File: config.mk
export PLATFORM = sky130hd
export DESIGN_NAME = mel_log2
export DESIGN_NICKNAME = d
export VERILOG_FILES = /design/src/rtl/mel_log2_pkg.sv /design/src/rtl/mel_lod_norm.sv /design/src/rtl/mel_log2.sv
export SDC_FILE = /design/constraint.sdc
export NUM_CORES = 1
export LEC_CHECK = 0
export CORE_ASPECT_RATIO = 2
export CORE_MARGIN = 10
export CORE_UTILIZATION = 40
export DETAILED_ROUTE_END_ITERATION = 8
export GPL_TIMING_DRIVEN = 0
export MAX_ROUTING_LAYER = met4
export PLACE_DENSITY_LB_ADDON = 0.12
export REMOVE_ABC_BUFFERS = 1
export SLEW_MARGIN = 20
export SYNTH_ARGS = -nofsm -noshare
export SYNTH_HDL_FRONTEND = slang
export SYNTH_SLANG_ARGS = --single-unit
File: constraint.sdc
create_clock -name clk -period 2.3 [get_ports clk]
set_input_delay 0.23 -clock clk [delete_from_list [all_inputs] [get_ports clk]]
set_output_delay 0.23 -clock clk [all_outputs]
set_load 0.01 [all_outputs]
File: src/rtl/mel_log2_pkg.sv
// Shared constants for the mel log2 block: widths, bin count and the
// log2 fraction table used by the final pipeline stage.
package mel_log2_pkg;

  localparam int unsigned MEL_BINS = 64;
  localparam int unsigned I_BW_DEF = 14;
  localparam int unsigned O_BW_DEF = 10;
  localparam int unsigned IDX_BW   = 6;
  localparam int unsigned GRP_BW   = 7;
  // Integer part (leading-one position) and mantissa widths of the result
  localparam int unsigned P_BW     = 4;
  localparam int unsigned M_BW     = 6;

  // LOG2_FRAC_LUT[m] = round(64 * log2(1 + m/64)), saturated at 63
  localparam logic [M_BW-1:0] LOG2_FRAC_LUT [MEL_BINS] = '{
    6'd0,  6'd1,  6'd3,  6'd4,  6'd6,  6'd7,  6'd8,  6'd10,
    6'd11, 6'd12, 6'd13, 6'd15, 6'd16, 6'd17, 6'd18, 6'd19,
    6'd21, 6'd22, 6'd23, 6'd24, 6'd25, 6'd26, 6'd27, 6'd28,
    6'd29, 6'd30, 6'd31, 6'd32, 6'd34, 6'd35, 6'd35, 6'd36,
    6'd37, 6'd38, 6'd39, 6'd40, 6'd41, 6'd42, 6'd43, 6'd44,
    6'd45, 6'd46, 6'd47, 6'd47, 6'd48, 6'd49, 6'd50, 6'd51,
    6'd52, 6'd52, 6'd53, 6'd54, 6'd55, 6'd56, 6'd56, 6'd57,
    6'd58, 6'd59, 6'd60, 6'd60, 6'd61, 6'd62, 6'd63, 6'd63
  };

endpackage

File: src/rtl/mel_lod_norm.sv
// Leading-one detector and normaliser: returns the leading-one position p
// and the 6 bits below it, left-aligned (zero-padded or truncated).
module mel_lod_norm
  import mel_log2_pkg::*;
#(
  parameter int unsigned W = I_BW_DEF - 1
) (
  input  logic [W-1:0]    i_val,
  output logic [P_BW-1:0] o_p,
  output logic [M_BW-1:0] o_m
);

  logic [P_BW-1:0] w_sh;
  logic [W-1:0]    w_norm;
  logic            w_unused_bits;

  // Priority search: highest set bit wins; zero input yields p = 0
  always_comb begin
    o_p = '0;
    for (int i = 0; i < int'(W); i++) begin
      if (i_val[i]) o_p = P_BW'(i);
    end
  end

  // Shift the leading one up to the MSB so the mantissa sits just below it
  assign w_sh   = P_BW'(W - 1) - o_p;
  assign w_norm = i_val << w_sh;
  assign o_m    = w_norm[W-2 -: M_BW];

  assign w_unused_bits = ^{w_norm[W-1], w_norm[W-M_BW-2:0]};

endmodule

File: src/rtl/mel_log2.sv
// Three-stage log2 of mel energies (Q4.6 out) with index alignment and an
// input ordering checker.
module mel_log2
  import mel_log2_pkg::*;
#(
  parameter int unsigned I_BW = I_BW_DEF,
  parameter int unsigned O_BW = O_BW_DEF
) (
  input  logic                   clk,
  input  logic                   rst,
  input  logic                   di_en,
  input  logic signed [I_BW-1:0] data_i,
  input  logic [IDX_BW-1:0]      in_group_idx,
  input  logic [GRP_BW-1:0]      in_group_num,
  output logic                   do_en,
  output logic [O_BW-1:0]        data_o,
  output logic [IDX_BW-1:0]      out_group_idx,
  output logic [GRP_BW-1:0]      out_group_num,
  output logic                   frame_done,
  output logic                   seq_err
);

  logic              r1_val;
  logic [I_BW-2:0]   r1_data;
  logic [IDX_BW-1:0] r1_idx;
  logic [GRP_BW-1:0] r1_grp;

  logic              r2_val;
  logic [P_BW-1:0]   r2_p;
  logic [M_BW-1:0]   r2_m;
  logic [IDX_BW-1:0] r2_idx;
  logic [GRP_BW-1:0] r2_grp;

  logic [IDX_BW-1:0] r_exp_idx;
  logic [GRP_BW-1:0] r_last_grp;

  logic [I_BW-2:0]   w_clamp;
  logic [P_BW-1:0]   w_p;
  logic [M_BW-1:0]   w_m;
  logic              w_seq_bad;

  // Negative samples clamp to zero; zero already maps to a zero magnitude
  assign w_clamp = data_i[I_BW-1] ? '0 : data_i[I_BW-2:0];

  mel_lod_norm #(
    .W (I_BW - 1)
  ) u_lod_norm (
    .i_val (r1_data),
    .o_p   (w_p),
    .o_m   (w_m)
  );

  // Stage 1: capture clamped sample and its tags
  always_ff @(posedge clk or posedge rst) begin
    if (rst) begin
      r1_val  <= 1'b0;
      r1_data <= '0;
      r1_idx  <= '0;
      r1_grp  <= '0;
    end else begin
      r1_val <= di_en;
      if (di_en) begin
        r1_data <= w_clamp;
        r1_idx  <= in_group_idx;
        r1_grp  <= in_group_num;
      end
    end
  end

  // Stage 2: register leading-one position and normalised mantissa
  always_ff @(posedge clk or posedge rst) begin
    if (rst) begin
      r2_val <= 1'b0;
      r2_p   <= '0;
      r2_m   <= '0;
      r2_idx <= '0;
      r2_grp <= '0;
    end else begin
      r2_val <= r1_val;
      if (r1_val) begin
        r2_p   <= w_p;
        r2_m   <= w_m;
        r2_idx <= r1_idx;
        r2_grp <= r1_grp;
      end
    end
  end

  // Stage 3: fraction lookup; data and tags hold while no sample emerges
  always_ff @(posedge clk or posedge rst) begin
    if (rst) begin
      do_en         <= 1'b0;
      data_o        <= '0;
      out_group_idx <= '0;
      out_group_num <= '0;
      frame_done    <= 1'b0;
    end else begin
      do_en      <= r2_val;
      frame_done <= r2_val && (r2_idx == IDX_BW'(MEL_BINS - 1));
      if (r2_val) begin
        data_o        <= O_BW'({r2_p, LOG2_FRAC_LUT[r2_m]});
        out_group_idx <= r2_idx;
        out_group_num <= r2_grp;
      end
    end
  end

  // A frame number may only change at the start of a frame
  assign w_seq_bad = (in_group_idx != r_exp_idx) ||
                     ((in_group_num != r_last_grp) && (r_exp_idx != '0));

  // Ordering checker; next expected index always follows the accepted one,
  // which also resynchronises after an error
  always_ff @(posedge clk or posedge rst) begin
    if (rst) begin
      r_exp_idx  <= '0;
      r_last_grp <= '0;
      seq_err    <= 1'b0;
    end else if (di_en) begin
      r_exp_idx  <= in_group_idx + 1'b1;
      r_last_grp <= in_group_num;
      if (w_seq_bad) seq_err <= 1'b1;
    end
  end

endmodule

After elaboration in Yosys (flattened, before gate mapping)
Memory sizes are Yosys's and may differ from the RTL's. A register that Yosys moved wholly into a read port is not among the register bits.
Index checks and enable logic that the tools add are counted.

word-level totals
  bits of input ports = 30
  memories = 1
  output and inout port bits = 26
  flip-flop bits (word level) = 83
  memory bits (read-only) = 384

memories
  name             depth  width  read ports  clocked after memory_dff  wr ports  line             source
  (no name shown)  64     6      1           1                         0         mel_log2.sv:101  data_o <= O_BW'({r2_p, LOG2_FRAC_LUT[r2_m]});

cells by class
  bitwise operators = 1
  shifts and indexed selects = 1
  eq/ne operators = 3
  reductions and logical operators = 5
  add/subtract/negate cells = 2
  order comparisons = 1
  multiplexer cells = 15

operator list
  kind                                                            number
  4-bit 2-to-1 mux                                                5
  13-bit 2-to-1 mux                                               1
  13-bit by 4-bit left shift with 12-bit output                   1
  3-bit 2-to-1 mux                                                4
  6-bit 2-to-1 mux                                                2
  7-bit >= comparator (second input constant)                     1
  7-bit != test                                                   1
  6-bit NOT with 7-bit output                                     1
  6-bit by 1-bit adder with 6-bit output (second input constant)  1
  6-bit equality test (second input constant)                     1
  6-bit != test                                                   1
  6-bit nonzero test                                              1
  2-bit 2-to-1 mux                                                2
  4-bit subtractor (first input constant)                         1
  1-bit logical AND                                               2
  2-bit AND reduction                                             1
  1-bit logical OR                                                1
  1-bit 2-to-1 mux                                                1

Depth between registers and ports, before layout
  depth after elaboration = 14
  gate-level depth with buffers = 13
  gate-level depth less buffers = 10

Hierarchy
From an unflattened synthesis, not the netlist that was laid out.

unflattened totals
  cell total of the unflattened synthesis = 414
  area total of the unflattened synthesis = 4434.3 sq um

modules (own cells, without submodules)
  module        area an instance (sq um)  times used  seq. area each (sq um)  cells an instance
  mel_log2      3809.9                    1           2077.0                  324
  mel_lod_norm  624.3                     1           0.0                     90

Least setup slack after synthesis
Ideal clock, no wire load.

  path type = flip-flop to flip-flop
  from = register r1_data[8]
  to = register r2_m[0]
  cell stages (with the launch flop) = 12
  path slack = -0.255 ns
  data arrival time = 2.429 ns
  cell sequence = dfrtp_1 -> nor3b_1 -> nor3_2 -> o21a_1 -> buf_2 -> inv_2 -> ha_1 -> clkbuf_1 -> o21ai_0 -> mux2i_1 -> nor4b_1 -> a311o_1

on the way
  cells in the longest elaborated chain, start to end = 7

ends and longest elaborated chain
  item                                               line                source
  from (decl)                                        mel_log2.sv:24      logic [I_BW-2:0] r1_data;
  from (signal assigned)                             mel_log2.sv:63      r1_data <= w_clamp;
  4-bit 2-to-1 mux (5 in series)                     mel_lod_norm.sv:21  if (i_val[i]) o_p = P_BW'(i);
  4-bit subtractor                                   mel_lod_norm.sv:26  assign w_sh = P_BW'(W - 1) - o_p;
  13-bit by 4-bit left shift with 12-bit output (*)  mel_lod_norm.sv:27  assign w_norm = i_val << w_sh;
  to (signal assigned)                               mel_log2.sv:82      r2_m <= w_m;
  to (decl)                                          mel_log2.sv:30      logic [M_BW-1:0] r2_m;

Mark *: on every way between the ends. The rest lies on a longest branch, timed or not.
A chain may end at the register's enable or synchronous reset.

Final worst setup path
  from = register r1_data[2]
  to = register r2_m[0]

on the way
  cells in the longest elaborated chain, start to end = 13

ends and longest elaborated chain
  item                                               line
  2-bit 2-to-1 mux (2 in series)                     mel_lod_norm.sv:21
  3-bit 2-to-1 mux (4 in series)                     mel_lod_norm.sv:21
  4-bit 2-to-1 mux (5 in series)                     mel_lod_norm.sv:21
  4-bit subtractor                                   mel_lod_norm.sv:26
  13-bit by 4-bit left shift with 12-bit output (*)  mel_lod_norm.sv:27

Marked as above.

==> impl.org <==
** STA
- Slew @ Worst Pin :: 0.994 ns
- Portion of the clock cycle consumed by the worst path in the final layout :: 1.01
- Tmin final :: 2.33 ns
- Setup slack on the critical path of the routed design comes to -0.0259 ns.
- Maximum achievable frequency :: 0.430 GHz
- Setup violations remaining at the end of the flow were counted as 2.
- Setup repair after global routing missed its margin :: yes
- Count of endpoints failing hold in the final timing report :: 0
- Setup total negative slack :: -0.0385 ns
- Clock skew after layout :: 0.0110 ns
- The final number of max-transition violations is 0.
- Slew HR :: 0.336

** Clocking
- Clock slew seen by the registers of the worst setup and hold paths :: 0.07 ns
- Clk_lat worst skew :: 0.35 ns
- Number of levels the H-tree was split into :: 3
- Clock root buffer master :: sky130_fd_sc_hd__clkbuf_16
- TritonCTS built the clock tree.
- TritonCTS created 9 clock buffers.
- Buffer depth of the longest clock path :: 2
- Sink Count :: 83

** Route
- After the first detailed-routing iteration, the DRC count stood at 193.
- Total number of vias :: 3428
- Via-per-instance ratio :: 5.59
- The detail route stage leaves a number of antenna-violating nets equal to 0.
- DR pass1 iterations :: 4
- Dividing the detail-routed wire length by the instance count gives 18.6 um.
- DRC errors left :: 0
- For this block, the routed nets add up to 11.4 mm of wire.

** Worst setup path
- For the worst flop-to-flop path, the logic depth is 9.
- The critical path starts at r1_data[2]$_DFFE_PP0P_.
- Reg-to-reg critical path endpoint :: r2_m[0]$_DFFE_PP0P_
- Arrival time reported for the critical path endpoint :: 2.55 ns
- Reg2Reg Launch Point :: r1_data[2]$_DFFE_PP0P_
- Element type at the critical path end :: register
- Worst Path Required :: 2.53 ns
- The critical path is of the register to register type.
- Across all register-to-register paths, the minimum setup slack is -0.03 ns.
- STA classifies the critical path startpoint as a register.
- Critical path endpoint :: r2_m[0]$_DFFE_PP0P_
- Max FO, Critical Path :: 5

** Synth
- In this run, synthesis produced a sequential element count of 83.
- Mean area per synthesized cell :: 10.6 um^2
- Synthesized netlist cell count :: 407
- Count of synthesis-stage warnings from yosys :: 0
- In this run, synthesis inferred 0 flip-flops with an integrated enable.
- Portion of the post-synthesis area used by sequential elements :: 0.479
- The share of synthesized area in the top cell type comes to 0.479.
- The number of different library cells used by synthesis comes to 58.
- After synthesis, the share of flip-flops with an asynchronous set or reset is 1.00.
- By area the synthesized netlist is led by sky130_fd_sc_hd__dfrtp_1, sky130_fd_sc_hd__mux2_2, sky130_fd_sc_hd__o21ai_0.
- Commonest register cell after synthesis :: sky130_fd_sc_hd__dfrtp_1
- Post-synth design cell area :: 0.00433 mm^2
- Cell type contributing the most total cell area after synthesis :: sky130_fd_sc_hd__dfrtp_1

** Place
- IO buf count :: 55
- Placer's final routability congestion estimate :: 0.871
- At the placement stage, the worst setup path has a slack of -0.859 ns.
- Post-detailed-placement half-perimeter wirelength :: 7.89 mm

** Run status
- The flow ran to the end, but the final reports show violations.
- The checks that failed: setup timing.

** Finish
- Leaving out fill and tap cells, the most frequent cells in the layout are sky130_fd_sc_hd__dfrtp_1, sky130_fd_sc_hd__clkdlybuf4s50_1, sky130_fd_sc_hd__mux2_2.
- For this run, the post-layout net count is 509.
- N_diodes :: 0
- Layout overhead on the synthesized area :: 29.7%
- In the final layout, the share of cells above drive strength 1 is 0.256.
- Commonest non-fill, non-tap cell in the layout :: sky130_fd_sc_hd__dfrtp_1

** Die
- The initialized floorplan defines 53 standard-cell rows.
- Io pins :: 56
- The die is 93.6 um wide.
- Die Area :: 0.0156 mm^2
- Core ar. :: 0.0105 mm^2
- Starting utilization of the core area :: 0.411
- DIE HEIGHT :: 167 um

** Pwr
- VDD sags by at most 507 uV.
- Leakage power :: 0.00226 uW
- Overall power consumption after layout is estimated at 5470 uW.
- For this design the ratio of total power to cell area is 974 mW/mm^2.

** GRT
- The initial antenna violation count came to 0.
- Entering global routing, the biggest net connects 43 pins.
- Final global-route overflow total :: 0
- The first global-routing pass estimated 18.7 mm of wire.
- Overall Global Routing Usage :: 0.154
- Number of global-route vias before repair :: 3671

** Worst hold path
- Class of the most critical hold timing path :: primary input to register

** Run
- Across the run, the number of max-cap violations was 0.
## stage by stage
stage           util  instances  hold WS, ns  area, um^2
2_1_floorplan      -        386        0.261        4240
3_3_place_gp   0.471        578        0.442        4960
3_5_place_dp   0.475        580        0.460        5000
4_1_cts        0.523        611        0.140        5520
5_1_grt        0.533        613        0.144        5620
6_report       0.533        613        0.143        5620
## how the worst min path moves through the flow
stage	end	slack [ns]	startpoint	cells past startpoint
finish	seq_err$_DFFE_PP0P_	0.14	di_en	2
global route	seq_err$_DFFE_PP0P_	0.14	di_en	2
CTS	seq_err$_DFFE_PP0P_	0.14	di_en	2
detailed placement	seq_err$_DFFE_PP0P_	0.46	seq_err$_DFFE_PP0P_	1
global placement	seq_err$_DFFE_PP0P_	0.44	seq_err$_DFFE_PP0P_	1
floorplan	r1_val$_DFF_PP0_	0.26	di_en	0
## cells in the mapped netlist (2+ instances only)
master and instances:
sky130_fd_sc_hd__buf_2 2, sky130_fd_sc_hd__nor3b_1 2, sky130_fd_sc_hd__xor2_1 9, sky130_fd_sc_hd__nand4_1 3
sky130_fd_sc_hd__o21ai_0 29, sky130_fd_sc_hd__a211oi_1 6, sky130_fd_sc_hd__a21o_1 4, sky130_fd_sc_hd__nand3_1 11
sky130_fd_sc_hd__xnor2_1 9, sky130_fd_sc_hd__o211ai_1 11, sky130_fd_sc_hd__buf_1 2, sky130_fd_sc_hd__mux2_2 48
sky130_fd_sc_hd__dfrtp_1 83, sky130_fd_sc_hd__ha_1 8, sky130_fd_sc_hd__nor2_1 19, sky130_fd_sc_hd__nor2b_1 10
sky130_fd_sc_hd__inv_1 19, sky130_fd_sc_hd__or3_1 2, sky130_fd_sc_hd__mux2i_1 7, sky130_fd_sc_hd__o22ai_1 2
sky130_fd_sc_hd__nor4_1 4, sky130_fd_sc_hd__a21oi_1 14, sky130_fd_sc_hd__o311ai_0 4, sky130_fd_sc_hd__a221oi_1 2
sky130_fd_sc_hd__o31ai_1 2, sky130_fd_sc_hd__nand2b_1 2, sky130_fd_sc_hd__nand2_1 36, sky130_fd_sc_hd__clkbuf_1 16
sky130_fd_sc_hd__nor3_1 4, sky130_fd_sc_hd__a31oi_1 6, sky130_fd_sc_hd__o21a_1 4
## kinds of logic (layout without fill, tap and decap cells)
kind of cell / after synthesis / count (layout) / share of synthesized area
and+or+nand+nor: 101 / 101 / 0.114
AOI/OAI and AO/OA: 97 / 97 / 0.155
DFF: 83 / 83 / 0.479
muxes: 56 / 56 / 0.146
buffers and inverters: 42 / 111 / 0.0387
xor gates and xnor gates: 20 / 20 / 0.0439
adders and majority gates: 8 / 8 / 0.0231
## report_power, final
| part | total [uW] | switching [uW] | internal [uW] |
|---|---|---|---|
| sequential | 2090 | 363 | 1720 |
| clock | 1430 | 663 | 762 |
| combinational | 1960 | 932 | 1030 |
## layer usage
metal  track usage  vias up  wire length, um
met4        0.0744        0              490
met3        0.0372       39              450
met1         0.151     1690             4210
met2         0.273      102             6220
li1              -     1597                -
met5             -        -                0
## state kept, by name (all words and copies together) (netlist names)
register       flops
r2_val             1
r2_p               4
r2_grp             7
frame_done         1
do_en              1
seq_err            1
r2_m               6
r1_grp             7
r1_idx             6
data_o            10
r1_data           13
r_exp_idx          6
r1_val             1
r2_idx             6
out_group_idx      6
out_group_num      7
## critical path, cell delays in order, from the launching register on
cell and delay (ns):
sky130_fd_sc_hd__dfrtp_2 0.42, sky130_fd_sc_hd__buf_4 0.14, sky130_fd_sc_hd__nor2_1 0.05, sky130_fd_sc_hd__o31ai_2 0.31, sky130_fd_sc_hd__o311ai_4 0.21, sky130_fd_sc_hd__ha_4 0.37, sky130_fd_sc_hd__buf_6 0.12, sky130_fd_sc_hd__buf_4 0.13
sky130_fd_sc_hd__a31oi_1 0.09, sky130_fd_sc_hd__a311o_1 0.37
## area by class of cell
type | instances | area (um^2)
Multi-Input combinational cell | 282 | 2240
Fill cell | 912 | 4930
Clock inverter | 7 | 66.3
Clock buffer | 9 | 225
Inverter | 21 | 88.8
Tap cell | 137 | 171
Sequential cell | 83 | 2090
Timing Repair Buffer | 74 | 737
## repair_timing
action	4_1_cts	5_1_grt
endpoints found under the setup margin	6	7
pin swaps	11	13
resized for setup	21	19
buffers inserted	15	2
hold buffers	0	0
No activity file was read; power rests on OpenSTA's default activity.
